[config.mk]
export PLATFORM = sky130hd
export DESIGN_NAME = sram_req_arbiter
export DESIGN_NICKNAME = d
export VERILOG_FILES = /design/src/rtl/sram_req_arbiter.sv
export SDC_FILE = /design/constraint.sdc
export NUM_CORES = 1
export LEC_CHECK = 0
export BUFFER_PORTS_ARGS = -buffer_cell sky130_fd_sc_hd__buf_2
export CAP_MARGIN = 25
export CORE_AREA = 3 3 124 126
export CTS_CLUSTER_DIAMETER = 50
export DETAILED_ROUTE_END_ITERATION = 8
export DIE_AREA = 0 0 127 129
export SYNTH_ARGS = -nofsm -noshare
export SYNTH_HDL_FRONTEND = slang
export SYNTH_SLANG_ARGS = --single-unit
[constraint.sdc]
create_clock -name i_clk -period 5.5 [get_ports i_clk]
set_input_delay 0.55 -clock i_clk [delete_from_list [all_inputs] [get_ports i_clk]]
set_output_delay 0.55 -clock i_clk [all_outputs]
set_load 0.01 [all_outputs]
[src/rtl/sram_req_arbiter.sv]
// sram_req_arbiter
//
// Purpose:
//   Two-master (inst, data) to one-slave arbiter for the SRAM-like request
//   interface. One request is selected per cycle and held stable until the
//   downstream accepts it. An owner FIFO remembers which master issued each
//   outstanding transaction, so in-order responses go back to the right
//   master. Data requests win by default. A starvation counter forces an
//   inst grant after STARVE_LIMIT consecutive data grants while inst waits.
//
// Ports:
//   i_clk, i_resetn                 clock, asynchronous active-low reset
//   i_inst_* / i_data_*             upstream requests (req, wr, size, wstrb,
//                                   addr, wdata)
//   o_inst_addr_ok / o_data_addr_ok request accepted this cycle
//   o_inst_data_ok / o_data_data_ok response for that master's oldest
//                                   outstanding transaction
//   o_inst_rdata / o_data_rdata     read data, valid with *_data_ok
//   o_m_*                           downstream request fields
//   i_m_addr_ok, i_m_data_ok        downstream accept and in-order response
//   i_m_rdata                       downstream read data
//   o_err_unexp                     sticky: response arrived with nothing
//                                   outstanding
module sram_req_arbiter #(
  parameter int MAX_OUT      = 4,
  parameter int STARVE_LIMIT = 3
) (
  input  logic        i_clk,
  input  logic        i_resetn,

  input  logic        i_inst_req,
  input  logic        i_inst_wr,
  input  logic [1:0]  i_inst_size,
  input  logic [3:0]  i_inst_wstrb,
  input  logic [31:0] i_inst_addr,
  input  logic [31:0] i_inst_wdata,
  output logic        o_inst_addr_ok,
  output logic        o_inst_data_ok,
  output logic [31:0] o_inst_rdata,

  input  logic        i_data_req,
  input  logic        i_data_wr,
  input  logic [1:0]  i_data_size,
  input  logic [3:0]  i_data_wstrb,
  input  logic [31:0] i_data_addr,
  input  logic [31:0] i_data_wdata,
  output logic        o_data_addr_ok,
  output logic        o_data_data_ok,
  output logic [31:0] o_data_rdata,

  output logic        o_m_req,
  output logic        o_m_wr,
  output logic [1:0]  o_m_size,
  output logic [3:0]  o_m_wstrb,
  output logic [31:0] o_m_addr,
  output logic [31:0] o_m_wdata,
  input  logic        i_m_addr_ok,
  input  logic        i_m_data_ok,
  input  logic [31:0] i_m_rdata,

  output logic        o_err_unexp
);

  localparam int PW = (MAX_OUT > 1) ? $clog2(MAX_OUT) : 1;
  localparam int CW = PW + 1;
  localparam logic [3:0]    STARVE_MAX = 4'(STARVE_LIMIT);
  localparam logic [CW-1:0] CNT_FULL   = CW'(MAX_OUT);

  typedef enum logic {
    SEL_INST = 1'b0,
    SEL_DATA = 1'b1
  } sel_e;

  logic [MAX_OUT-1:0] r_owner;
  logic [PW-1:0]      r_wrPtr;
  logic [PW-1:0]      r_rdPtr;
  logic [CW-1:0]      r_cnt;
  logic               r_lockV;
  sel_e               r_lockSel;
  logic [3:0]         r_starve;
  logic               r_errUnexp;

  logic w_selValid;
  sel_e w_sel;
  logic w_selReq;
  logic w_notFull;
  logic w_accept;
  logic w_pop;
  logic w_headOwner;

  // Pick the master. A pending (locked) request keeps its master so the
  // downstream never sees the request change underneath it; otherwise a
  // starved inst wins, then data, then inst.
  always_comb begin
    w_selValid = 1'b0;
    w_sel      = SEL_INST;
    if (r_lockV) begin
      w_selValid = 1'b1;
      w_sel      = r_lockSel;
    end else if ((r_starve == STARVE_MAX) && i_inst_req) begin
      w_selValid = 1'b1;
      w_sel      = SEL_INST;
    end else if (i_data_req) begin
      w_selValid = 1'b1;
      w_sel      = SEL_DATA;
    end else if (i_inst_req) begin
      w_selValid = 1'b1;
      w_sel      = SEL_INST;
    end
  end

  assign w_selReq  = w_selValid && ((w_sel == SEL_DATA) ? i_data_req : i_inst_req);
  assign w_notFull = (r_cnt < CNT_FULL);
  assign o_m_req   = w_selReq && w_notFull;
  assign w_accept  = o_m_req && i_m_addr_ok;

  // Downstream request fields follow the selected master, zero when idle.
  always_comb begin
    o_m_wr    = 1'b0;
    o_m_size  = 2'd0;
    o_m_wstrb = 4'd0;
    o_m_addr  = 32'd0;
    o_m_wdata = 32'd0;
    if (w_selValid) begin
      if (w_sel == SEL_DATA) begin
        o_m_wr    = i_data_wr;
        o_m_size  = i_data_size;
        o_m_wstrb = i_data_wstrb;
        o_m_addr  = i_data_addr;
        o_m_wdata = i_data_wdata;
      end else begin
        o_m_wr    = i_inst_wr;
        o_m_size  = i_inst_size;
        o_m_wstrb = i_inst_wstrb;
        o_m_addr  = i_inst_addr;
        o_m_wdata = i_inst_wdata;
      end
    end
  end

  assign o_inst_addr_ok = w_accept && (w_sel == SEL_INST);
  assign o_data_addr_ok = w_accept && (w_sel == SEL_DATA);

  // A response with nothing outstanding is not routed anywhere; it only
  // raises the sticky error flag.
  assign w_pop          = i_m_data_ok && (r_cnt != '0);
  assign w_headOwner    = r_owner[r_rdPtr];
  assign o_inst_data_ok = w_pop && !w_headOwner;
  assign o_data_data_ok = w_pop && w_headOwner;
  assign o_inst_rdata   = i_m_rdata;
  assign o_data_rdata   = i_m_rdata;
  assign o_err_unexp    = r_errUnexp;

  // Owner FIFO. Accept is already gated by not-full, so a push never
  // overwrites a live entry; a simultaneous push and pop leaves cnt alone.
  always_ff @(posedge i_clk or negedge i_resetn) begin
    if (!i_resetn) begin
      r_owner <= '0;
      r_wrPtr <= '0;
      r_rdPtr <= '0;
      r_cnt   <= '0;
    end else begin
      if (w_accept) begin
        r_owner[r_wrPtr] <= (w_sel == SEL_DATA);
        r_wrPtr          <= r_wrPtr + PW'(1);
      end
      if (w_pop) begin
        r_rdPtr <= r_rdPtr + PW'(1);
      end
      case ({w_accept, w_pop})
        2'b10:   r_cnt <= r_cnt + CW'(1);
        2'b01:   r_cnt <= r_cnt - CW'(1);
        default: r_cnt <= r_cnt;
      endcase
    end
  end

  // Lock holds the selection while the downstream stalls the request.
  always_ff @(posedge i_clk or negedge i_resetn) begin
    if (!i_resetn) begin
      r_lockV   <= 1'b0;
      r_lockSel <= SEL_INST;
    end else if (w_accept) begin
      r_lockV <= 1'b0;
    end else if (o_m_req) begin
      r_lockV   <= 1'b1;
      r_lockSel <= w_sel;
    end
  end

  // Counts data grants taken while inst is waiting; saturates at the limit,
  // which is what forces the next inst grant.
  always_ff @(posedge i_clk or negedge i_resetn) begin
    if (!i_resetn) begin
      r_starve <= 4'd0;
    end else if (w_accept && (w_sel == SEL_DATA) && i_inst_req) begin
      if (r_starve != STARVE_MAX) begin
        r_starve <= r_starve + 4'd1;
      end
    end else if (!i_inst_req || (w_accept && (w_sel == SEL_INST))) begin
      r_starve <= 4'd0;
    end
  end

  always_ff @(posedge i_clk or negedge i_resetn) begin
    if (!i_resetn) begin
      r_errUnexp <= 1'b0;
    end else if (i_m_data_ok && (r_cnt == '0)) begin
      r_errUnexp <= 1'b1;
    end
  end

endmodule

# ---- Word-level counts from Yosys, hierarchy flattened
# Cells that the tools add are included.
dict set report word_totals {
  regBits 18
}
dict set report classes {
  n_addsub 5
  n_lt_le_gt_ge 4
  eq_ne 5
  mux 29
  n_bitwise 2
  reduce_logical 22
}
# op count
set op_table {}
lappend op_table {{$mux W32} 4}
lappend op_table {{$mux W4} 5}
lappend op_table {{$mux W1} 14}
lappend op_table {{$logic_and A1 B1 Y1} 12}
lappend op_table {{$lt A2 B3 Y1 const B} 2}
lappend op_table {{$pmux W3 S2} 1}
lappend op_table {{$reduce_bool A2 Y1} 3}
lappend op_table {{$add A2 B1 Y2 const B} 2}
lappend op_table {{$add A4 B1 Y4 const B} 1}
lappend op_table {{$bwmux W4} 1}
lappend op_table {{$eq A4 B2 Y1 const B} 1}
lappend op_table {{$mux W2} 2}
lappend op_table {{$ne A4 B2 Y1 const B} 1}
lappend op_table {{$reduce_and A2 Y1} 2}
lappend op_table {{$add A3 B1 Y3 const B} 1}
lappend op_table {{$logic_not A3 Y1} 1}
lappend op_table {{$lt A3 B3 Y1 const B} 1}
lappend op_table {{$reduce_bool A3 Y1} 1}
lappend op_table {{$sub A3 B1 Y3 const B} 1}
lappend op_table {{$bmux W1 S2} 1}
lappend op_table {{$demux W1 S2} 1}
lappend op_table {{$eq A2 B1 Y1 const B} 1}
lappend op_table {{$eq A2 B2 Y1 const B} 1}
lappend op_table {{$ge A2 B1 Y1 const B} 1}
lappend op_table {{other kinds (4)} 6}

# ---- Longest topological paths before layout
dict set report depth {
  word_depth 12
  mapped_depth 9
  mapped_depth_nobuf 9
}

# ---- Least setup slack after synthesis
# Ideal clock, no wire load.
dict set report synth_path {
  path_type {input port to flip-flop}
  startpoint {in i_data_req}
  endpoint {reg r_cnt[2]}
  arrival_ps 2046
  required_ps 5421
  slack_ps 3375
  cell_stages 9
  path_buffers 0
  cell_sequence {nand3b_1 -> and2_1 -> nand2_2 -> ha_1 -> inv_1 -> fa_1 -> xor2_1 -> nor2_1 -> xor2_1}
}
dict set report synth_between {
  elab_chain_cells 9
  word_cells_on_any_way 14
  classes_between {eq/ne (2); mux (8); reduce/logical (4)}
}
# item line
set synth_lines {}
lappend synth_lines {{from (decl)} 41} ;# input logic i_data_req,
lappend synth_lines {{$mux W1} 103} ;# end else if (i_data_req) begin
lappend synth_lines {{$mux W1} 100} ;# end else if ((r_starve == STARVE_MAX) && i_inst_req) begin
lappend synth_lines {{$mux W1} 97} ;# if (r_lockV) begin
lappend synth_lines {{$mux W1} 112} ;# assign w_selReq = w_selValid && ((w_sel == SEL_DATA) ? i_data_req : i_inst_req);
lappend synth_lines {{$logic_and A1 B1 Y1 (*)} 112}
lappend synth_lines {{$logic_and A1 B1 Y1 (*)} 114} ;# assign o_m_req = w_selReq && w_notFull;
lappend synth_lines {{$logic_and A1 B1 Y1 (*)} 115} ;# assign w_accept = o_m_req && i_m_addr_ok;
lappend synth_lines {{$eq A2 B1 Y1 or $eq A2 B2 Y1 (tied branches)} 170} ;# case ({w_accept, w_pop})
lappend synth_lines {{$pmux W3 S2 or $reduce_bool A2 Y1 (tied branches)} -}
lappend synth_lines {{to (signal assigned)} 171} ;# 2'b10: r_cnt <= r_cnt + CW'(1);
lappend synth_lines {{to (signal assigned)} 172} ;# 2'b01: r_cnt <= r_cnt - CW'(1);
lappend synth_lines {{to (signal assigned)} 173} ;# default: r_cnt <= r_cnt;
lappend synth_lines {{to (decl)} 77} ;# logic [CW-1:0] r_cnt;
# Mark *: on every way between the ends. The rest lies on a longest branch, timed or not.
# A chain may end at the register's enable or synchronous reset.

# ---- Final worst setup path
dict set report layout_path {
  startpoint {reg r_starve[0]}
  endpoint {out o_m_addr[31]}
}
dict set report layout_between {
  elab_chain_cells 6
  word_cells_on_any_way 8
  classes_between {eq/ne (1); mux (6); reduce/logical (1)}
}
# item line
set layout_lines {}
lappend layout_lines {{from (decl)} 80} ;# logic [3:0] r_starve;
lappend layout_lines {{from (signal assigned)} 198} ;# r_starve <= r_starve + 4'd1;
lappend layout_lines {{$eq A4 B2 Y1 (*)} 100}
lappend layout_lines {{$logic_and A1 B1 Y1 (*)} 100}
lappend layout_lines {{$mux W1} 100}
lappend layout_lines {{$mux W1} 97}
lappend layout_lines {{$mux W32} 125} ;# if (w_sel == SEL_DATA) begin
lappend layout_lines {{$mux W32 (*)} 124} ;# if (w_selValid) begin
lappend layout_lines {{to (decl)} 55} ;# output logic [31:0] o_m_addr,
# Marked as above.

==> summary.txt <==
Critical path
  • WP data arrival: 2.31 ns
  • CP Max Fanout: 147
  • CP Data Required Time: 4.95 ns
  • Crit path launch type: flip-flop
  • Worst-path cell chain: ha_1, and4bb_1, o21ai_4, buf_12, nand2_1, o21ai_1, buf_2
  • Largest stage delay, worst path: 0.45 ns
  • WS Path Type: flip-flop to output port
  • CP max stage cell: buf_12
  • Crit. End Element: output port

Clock tree
  • Number of buffers created by CTS: 3
  • Clk_lat worst skew: 0.25 ns
  • Clock slew at reported path FFs: 0.05 ns
  • Post-CTS setup buffers: 0
  • Post-CTS Resized: 0
  • Clock Path Buffers: 2
  • Cts hold-fix bufs: 0
  • CTS tree: built
  • H-tree Lvls: 1
  • CTS root buf: clkbuf_16
  • Clock tree sinks: 18

Drt
  • Drt wl/cell: 13.1 microns
  • Vias: 2,950
  • DRT Pass-1 Iters: 5
  • Remaining DRCs: 0
  • Starting DRT DRC Count: 109
  • ANT nets after route: 0
  • Drt total wl: 9.58 mm
  • Vias per std cell: 4.05

Timing
  • Slew headroom: 0.504
  • Max Clk Rate: 350 MHz
  • Final setup viols: 0
  • Final Hold Viols: 0
  • RSZ-0062 raised after global routing: false
  • Final WS setup: 2.64 ns
  • Slew Limit Fails: 0
  • Worst-margin pin slew: 0.744 ns
  • Tcrit/Tclk final: 0.520
  • TNS Setup: 0 ns
  • Hold_ws: 0.222 ns
  • Min Tclk post-route: 2.86 ns
  • Skew final: 0.00310 ns

Synthesis
  • Yosys top cell by area: nand2_1
  • Syn avg cell area: 6.31 sq um
  • Number of flops mapped to enable cells by yosys: 0
  • Post-synth top cells: nand2_1, o21ai_1, buf_4
  • Seq cells post-synth: 18
  • Post-synth top area share: 0.225
  • Netlist Area Pre-Place: 2540 sq um
  • Distinct cells, synth: 38
  • Sequential share of the synthesized area: 0.178
  • Async SR Flop Fraction: 1.00
  • Synth Flop Type: dfrtp_1
  • Syn_nets: 589
  • Cells after synthesis: 402
  • Synth warn: 0
  • Area contributors post-synth: nand2_1, buf_4, dfrtp_1
  • Cell with the most instances after synthesis: nand2_1

Outcome
  • Status: complete, no violations

Die
  • Initial Util: 0.176
  • Rows: 44
  • Core Area: 14,400 sq um
  • Die H: 129 microns
  • Chip Width: 127 microns
  • Die Footprint: 16,400 sq um
  • Io pins: 321

Pwr
  • Leak pwr: 0.00196 uW
  • Flop pwr share: 0.153
  • Net Switching: 813 uW
  • Switching Share: 0.514
  • Part of the power in combinational logic: 0.745
  • Maximum VDD drop: 228 uV
  • Clock Power Share: 0.102
  • Pwr Density: 465 nW/um^2
  • Internal: 769 uW

Placement
  • GPL Wtd Cong: 0.866
  • Final HPWL DP: 7.70 mm
  • Placed cell areas: 3320 sq um
  • Dpl ws: 2.87 ns
  • Buffers on Ports: 224

Finish
  • Antenna fix cells: 0
  • Layout cell share with drive strength beyond 1: 0.439
  • Area Growth Syn to Fin: 34.2%
  • Nets: 733
  • Final Instance Area: 3400 sq um

Global route
  • Total congestion overflow: 0
  • First-pass GRT wire length: 14.1 mm
  • Pin count of the biggest net entering global routing: 148
  • Initial antenna violation count: 0
  • GRT Util Overall: 0.104
  • Vias in the first global route: 2,665

Hold path
  • Hold Crit Class: primary input to asynchronous set/reset pin

Run
  • Maximum Capacitance Violations: 0
## cells by family (layout without fill, tap and decap cells)
family	after synthesis	count (layout)	synth area share
AOI/OAI and AO/OA	84	84	0.175
xor gates and xnor gates	7	7	0.0242
adders and majority gates	7	7	0.0375
buffers and inverters	96	239	0.255
DFF	18	18	0.178
muxes	7	7	0.0350
and+or+nand+nor	183	183	0.296
## flip-flops by register name (all words and copies together), names as in the netlist
| name | count |
|---|---|
| r_rdPtr | 2 |
| r_cnt | 3 |
| r_lockV | 1 |
| r_wrPtr | 2 |
| r_starve | 4 |
| o_err_unexp | 1 |
| r_owner | 4 |
| r_lockSel | 1 |
## power by group through the flow
stage / clock, uW / sequential [uW] / combinational (uW)
global placement: 0 / 241 / 1180
CTS: 163 / 241 / 1200
global route: 170 / 249 / 1320
floorplan: 0 / 228 / 831
finish: 161 / 242 / 1180
detailed placement: 0 / 244 / 1190
## cell type report
class	count	area [sq um]
repair buffers	226	1150
well taps	184	230
inverters	9	33.8
multi-input cells	288	1450
fillers	1641	11000
flip-flops and latches	18	450
clock buffers	4	88.8
## through the flow
step / utilization / std cells / power (uW)
2_1_floorplan: - / 402 / 1060
3_3_place_gp: 0.230 / 725 / 1420
3_5_place_dp: 0.230 / 725 / 1430
4_1_cts: 0.236 / 729 / 1600
5_1_grt: 0.236 / 729 / 1740
6_report: 0.236 / 729 / 1580
## final timing paths
check                                             start                       to  slack, ns  depth (start not counted)
worst max register to register     r_cnt[2]$_DFFE_PN0P_     r_cnt[2]$_DFFE_PN0P_       3.27                          9
worst max-delay path            r_starve[0]$_DFFE_PN0P_             o_m_addr[31]       2.64                          7
max in group asynchronous                      i_resetn     r_cnt[1]$_DFFE_PN0P_       4.98                          1
worst min register to register  o_err_unexp$_DFFE_PN0P_  o_err_unexp$_DFFE_PN0P_       0.46                          1
min in group i_clk              o_err_unexp$_DFFE_PN0P_  o_err_unexp$_DFFE_PN0P_       0.46                          1
worst min-delay path                           i_resetn  r_starve[1]$_DFFE_PN0P_       0.22                          1
## routing by layer
metal,vias up,global-route usage,wire [microns]
met3,15,0.0320,963
met5,-,0,0
met1,1246,0.137,3920
met2,167,0.168,4580
li1,1522,-,-
met4,0,0.0215,110
## cells in the final DEF (no fill, tap or decap), types with 2 or more instances in the layout
cell and instances:
o21ai_0 2, a21o_1 2, nand2_1 152, xnor2_1 4, nand2b_1 4, inv_1 9, clkbuf_16 3, dfrtp_1 18
nand3_1 6, o22ai_1 2, mux2_2 4, and3_1 2, nor2_1 5, xor2_1 3, nor3_1 3, ha_1 6
and2_1 2, buf_2 224, nor2b_1 2, o21ai_1 71
## critical path, delay by kind of cell (launching register included)
kind                       cells  cell delay (ns)
buffers and inverters          2             0.64
DFF                            1             0.40
and+or+nand+nor                2             0.36
AOI/OAI and AO/OA              2             0.36
adders and majority gates      1             0.24
Power figures use the tool's default switching activity.
